<file path="src/rtl/perf_pkg.sv">
// Shared constants for the performance counter bank: event channel indices
// and the default channel count.
package perf_pkg;

  localparam int NUM_EVT_DEFAULT = 8;

  localparam int EVT_J         = 0;
  localparam int EVT_R         = 1;
  localparam int EVT_I         = 2;
  localparam int EVT_LOAD      = 3;
  localparam int EVT_STORE     = 4;
  localparam int EVT_BR_TAKEN  = 5;
  localparam int EVT_SYSCALL   = 6;
  localparam int EVT_EXCEPTION = 7;

endpackage

</file>
<file path="src/rtl/perf_counter.sv">
// Single CNT_W event counter with wrap/saturate behaviour and an overflow
// pulse raised whenever an increment lands on an all-ones value.
module perf_counter #(
  parameter int CNT_W = 32
) (
  input  logic             clk,
  input  logic             reset,
  input  logic             inc,
  input  logic             clr,
  input  logic             mode,
  output logic [CNT_W-1:0] value,
  output logic             ovf_pulse
);

  logic [CNT_W-1:0] cnt_q, cnt_d;
  logic             at_max;

  assign at_max = &cnt_q;

  always_comb begin
    cnt_d     = cnt_q;
    ovf_pulse = inc & at_max;
    if (clr) begin
      cnt_d = '0;
    end else if (inc) begin
      // mode=1 holds at all-ones; mode=0 rolls over to zero.
      if (at_max) cnt_d = mode ? cnt_q : '0;
      else        cnt_d = cnt_q + {{(CNT_W-1){1'b0}}, 1'b1};
    end
  end

  always_ff @(posedge clk) begin
    if (reset) cnt_q <= '0;
    else       cnt_q <= cnt_d;
  end

  assign value = cnt_q;

endmodule

</file>
<file path="src/rtl/perf_counter_bank.sv">
// Bank of NUM_EVT event counters plus a cycle counter, with sticky overflow,
// halt freeze, synchronous clear, atomic snapshot and a registered read port.
module perf_counter_bank
  import perf_pkg::*;
#(
  parameter int CNT_W    = 32,
  parameter int NUM_EVT  = NUM_EVT_DEFAULT,
  parameter int SAT_MODE = 0,
  parameter int SEL_W    = $clog2(NUM_EVT+1)
) (
  input  logic               clk,
  input  logic               reset,
  input  logic               en,
  input  logic               halt,
  input  logic               clear,
  input  logic [NUM_EVT-1:0] evt,
  input  logic               snap,
  input  logic [SEL_W-1:0]   rd_sel,
  output logic [CNT_W-1:0]   rd_data,
  output logic [NUM_EVT:0]   ovf,
  output logic               frozen
);

  localparam logic MODE = (SAT_MODE != 0);

  logic                          act;
  logic [NUM_EVT:0]              inc_vec;
  logic [NUM_EVT:0]              ovf_pulse;
  logic [NUM_EVT:0][CNT_W-1:0]   live;
  logic [NUM_EVT:0][CNT_W-1:0]   shadow_q, shadow_d;
  logic [NUM_EVT:0]              ovf_q, ovf_d;
  logic                          frozen_q, frozen_d;
  logic [CNT_W-1:0]              rd_data_q, rd_data_d;

  assign act     = en & ~frozen_q;
  // Top slot is the cycle counter: its increment is the activity flag itself.
  assign inc_vec = {1'b1, evt} & {(NUM_EVT+1){act}};

  for (genvar i = 0; i <= NUM_EVT; i++) begin : g_cnt
    perf_counter #(.CNT_W(CNT_W)) u_cnt (
      .clk       (clk),
      .reset     (reset),
      .inc       (inc_vec[i]),
      .clr       (clear),
      .mode      (MODE),
      .value     (live[i]),
      .ovf_pulse (ovf_pulse[i])
    );
  end

  always_comb begin
    frozen_d = clear ? 1'b0 : (frozen_q | halt);
    ovf_d    = clear ? '0 : (ovf_q | ovf_pulse);
    // Shadows capture the pre-edge live values, so a same-cycle clear or
    // increment never leaks into the snapshot.
    shadow_d = snap ? live : shadow_q;
    rd_data_d = '0;
    for (int i = 0; i <= NUM_EVT; i++) begin
      if (rd_sel == SEL_W'(i)) rd_data_d = shadow_q[i];
    end
  end

  always_ff @(posedge clk) begin
    if (reset) begin
      frozen_q  <= 1'b0;
      ovf_q     <= '0;
      shadow_q  <= '0;
      rd_data_q <= '0;
    end else begin
      frozen_q  <= frozen_d;
      ovf_q     <= ovf_d;
      shadow_q  <= shadow_d;
      rd_data_q <= rd_data_d;
    end
  end

  assign rd_data = rd_data_q;
  assign ovf     = ovf_q;
  assign frozen  = frozen_q;

endmodule

</file>
<file path="config.mk">
export PLATFORM = sky130hd
export DESIGN_NAME = perf_counter_bank
export DESIGN_NICKNAME = d
export VERILOG_FILES = /design/src/rtl/perf_pkg.sv /design/src/rtl/perf_counter.sv /design/src/rtl/perf_counter_bank.sv
export SDC_FILE = /design/constraint.sdc
export NUM_CORES = 1
export LEC_CHECK = 0
export CORE_MARGIN = 4
export CORE_UTILIZATION = 50
export CTS_CLUSTER_DIAMETER = 30
export DETAILED_ROUTE_END_ITERATION = 10
export GPL_ROUTABILITY_DRIVEN = 0
export PLACE_DENSITY = 0.75
export SLEW_MARGIN = 25
export SYNTH_ARGS = -nofsm -noshare
export SYNTH_HDL_FRONTEND = slang
export SYNTH_SLANG_ARGS = --single-unit
</file>
<file path="constraint.sdc">
create_clock -name clk -period 2.2 [get_ports clk]
set_input_delay 0.22 -clock clk [delete_from_list [all_inputs] [get_ports clk]]
set_output_delay 0.22 -clock clk [all_outputs]
set_load 0.02 [all_outputs]
</file>
==> impl_metrics.env, run 1 <==
export IMPL_drc=8
export IMPL_slowest_delay_ps=670
export IMPL_finalNonFillerCells=3774
export IMPL_die_y_um=236
export IMPL_path_class="flip-flop to output pin"
export IMPL_synth_seq_cells=618
export IMPL_clock_latency_ps=670
export IMPL_cts_buffers=113
export IMPL_num_vias=22439
export IMPL_vias_per_cell=5.95
export IMPL_drt_initial_drc_count=2309
export IMPL_p_per_area_nw_per_um2=947
export IMPL_cts_sinks=618
export IMPL_crit_chain="clkdlybuf4s50_1"
export IMPL_synthSimpleGateAreaFrac_pct=22.2
export IMPL_setup_viol=0
export IMPL_final_common_cell="dfxtp_1"
export IMPL_core_area_um2=51400
export IMPL_grt_max_degree=158
export IMPL_startpoint_type="flip-flop"
export IMPL_finalInstanceArea_um2=32700
export IMPL_startpoint="frozen"
export IMPL_firstDrtPassIters=11
export IMPL_synth_largest_area_cell="dfxtp_1"
export IMPL_cts_tree="built"
export IMPL_synth_edf_count=0
export IMPL_fillers=3894
export IMPL_r2r_start="g_cnt[7].u_cnt.value[14]"
export IMPL_syn_nets=2827
export IMPL_relSlewSlack_pct=42.6
export IMPL_critical_path_required_ps=1980
export IMPL_grt_ovfl_total=0
export IMPL_placed_cell_area_um2=28500
export IMPL_syn_area_per_cell_um2=9.30
export IMPL_hold_path_class="input port to flip-flop"
export IMPL_arrival_ps=1820
export IMPL_dp_hpwl_um=55800
export IMPL_wl_um=79700
export IMPL_grt_pass1_vias=21850
export IMPL_synth_xor_xnor_area_share_pct=7.87
export IMPL_cpLargestDelayFamily="buffers and inverters"
export IMPL_violations="DRC"
export IMPL_cts_clk_slew_worst_paths_ps=50
export IMPL_die_x_um=236
export IMPL_path_buf_inv=1
export IMPL_die_area_um2=55800
export IMPL_io_pins=60
export IMPL_fmax_mhz=491
export IMPL_synth_top_family_by_area="simple AND/OR/NAND/NOR gates"
export IMPL_total_power_mw=31.0
export IMPL_yosysTopAreaCellShare_pct=47.5
export IMPL_ys_flop_type="dfxtp_1"
export IMPL_cts_root_buf="clkbuf_16"
export IMPL_worst_r2r_setup_slack_ps=180
export IMPL_crit_fanout=7
export IMPL_maxSlewViolCount=0
export IMPL_final_cell_mix="617 x dfxtp_1, 574 x nor2_1, 291 x mux2i_1"
export IMPL_dp_cells=3561
export IMPL_fin_crit_ps=2040
export IMPL_grt_usage_pct=27.6
export IMPL_grt_setup_unrepaired="no"
export IMPL_regArea_um2=12400
export IMPL_min_period_over_period_pct=92.6
export IMPL_multiInputGateArea_um2=12900
export IMPL_portBuffers=59
export IMPL_layout_nets=3024
export IMPL_grt_pass1_wl_um=124000
export IMPL_async_reset_ff_share_pct=0
export IMPL_syn_inst=2800
export IMPL_maxCapViolCount=0
export IMPL_num_rows=83
export IMPL_wl_per_cell_um=21.1
export IMPL_drive_gt1_share_pct=13.9
export IMPL_p_leak_nw=12.7
export IMPL_muxShareOfSynthArea_pct=11.4
export IMPL_finalClockSkew_ps=34.9
export IMPL_postCtsSetupRepairBufs=0
export IMPL_irDropWorstVdd_mv=0.790
export IMPL_worstHoldStart="snap"
export IMPL_synth_cell_types=64
export IMPL_num_antenna_cells=0
export IMPL_clockBufferDepth=3
export IMPL_tightest_slew_ps=861
export IMPL_ant_nets=0
export IMPL_synth_area_leaders="dfxtp_1 48%, mux2i_1 11%, nor2_1 8.3%, xor2_1 6.1%, nand4_1 3.0%"
export IMPL_hold_viol=0
export IMPL_synth_warnings=0
export IMPL_antenna_found_initial=1
export IMPL_synth_fa_ha_area_share_pct=0.433
export IMPL_start_util_pct=50.6
export IMPL_crit_path_end_kind="output pin"
export IMPL_outcome="complete, but fails checks"
export IMPL_h_tree_depth=3
export IMPL_ys_seq_area_share_pct=47.5
export IMPL_finalHoldWorstSlack_ps=55.5
export IMPL_synth_compound_area_share_pct=7.38
export IMPL_syn_to_final_growth_pct=25.7
export IMPL_synth_area_um2=26000
export IMPL_slowest_stage="clkdlybuf4s50_1"
-- path summary, 6_finish.rpt --
kind / cells after the start / end
min reg2reg: 2 / ovf[2]
min: 3 / shadow_q[96]
max reg2reg: 5 / g_cnt[7].u_cnt.value[27]
max: 1 / frozen
-- routing by layer --
layer | GRT usage [%] | vias up | share of wire (%)
met3 | 5.69 | 250 | 8.9
met5 | 0 | - | 0.016
met4 | 13.3 | 2 | 5.7
met2 | 44.3 | 1086 | 45
li1 | - | 10326 | -
met1 | 35.6 | 10775 | 40
-- through the flow --
stage	util, %	worst slack (ps)	TNS [ps]
floorplan	-	318	0
global placement	55.4	-357	-4210
detailed placement	55.4	-299	-7800
CTS	63.6	129	0
global route	63.6	24.1	0
finish	63.6	163	0
-- tightest hold or removal path, delay by kind of cell --
family	cells	cell delay (ps)
buffers and inverters	1	190
multiplexers	1	160
AND/OR/NAND/NOR	1	70
-- repair_timing --
action	CTS	global route
setup endpoints to repair	1	4
hold buffers	1	0
gates resized for setup	1	2
cloned	0	0
endpoints found under the hold margin	35	0
-- flip-flops by register name (all words and copies together), names as in the netlist --
name / count
rd_data: 32
g_cnt.u_cnt.value: 288
frozen: 1
shadow_q: 288
ovf: 9
-- synth_stat cells, types with 4 or more instances --
cell type / instances
a211oi_1: 10
a21oi_1: 70
a221oi_1: 30
a222oi_1: 19
a22o_1: 19
a22oi_1: 38
a31oi_1: 21
and2_1: 23
and3_1: 49
and4_1: 40
buf_1: 25
buf_2: 61
buf_4: 7
clkbuf_1: 64
dfxtp_1: 618
ha_1: 9
inv_1: 22
mux2_2: 6
mux2i_1: 291
nand2_1: 117
nand3_1: 127
nand3b_1: 4
nand4_1: 126
nor2_1: 575
nor2b_1: 9
nor3_1: 24
nor3_2: 4
nor4_1: 12
nor4_4: 4
o21ai_0: 52
o22ai_1: 5
or3_1: 36
xnor2_1: 53
xor2_1: 181
-- cells by family after synthesis --
family                   Yosys count
AND/OR/NAND/NOR                 1177
flip-flops                       618
multiplexers                     297
AO/OA/AOI/OAI                    282
XOR/XNOR                         234
buffers and inverters            183
adder cells (fa/ha/maj)            9
-- where the power goes --
part / internal (mW) / switching [mW]
clock: 12.6 / 6.15
sequential: 11.2 / 0.0219
combinational: 0.372 / 0.589
-- cell type report --
| type | instances | share of cell area [%] |
|---|---|---|
| multi-input combinational | 1999 | 39.4 |
| sequential | 618 | 37.8 |
| clock buffer | 138 | 9.55 |
| timing repair buffer | 242 | 7.11 |
| clock inverter | 74 | 3.27 |
| tap | 680 | 2.60 |
| inverter | 23 | 0.264 |
Note: power is estimated with default switching activity, not from simulation.
==> inputs of run 2 (changes only) <==
--- a/config.mk
+++ b/config.mk
@@ -15,3 +15,4 @@
 export SYNTH_ARGS = -nofsm -noshare
 export SYNTH_HDL_FRONTEND = slang
 export SYNTH_SLANG_ARGS = --single-unit
+export TNS_END_PERCENT = 100
==> results of run 2 <==
No change in the layout: final DEF, timing and power equal those of run 1.
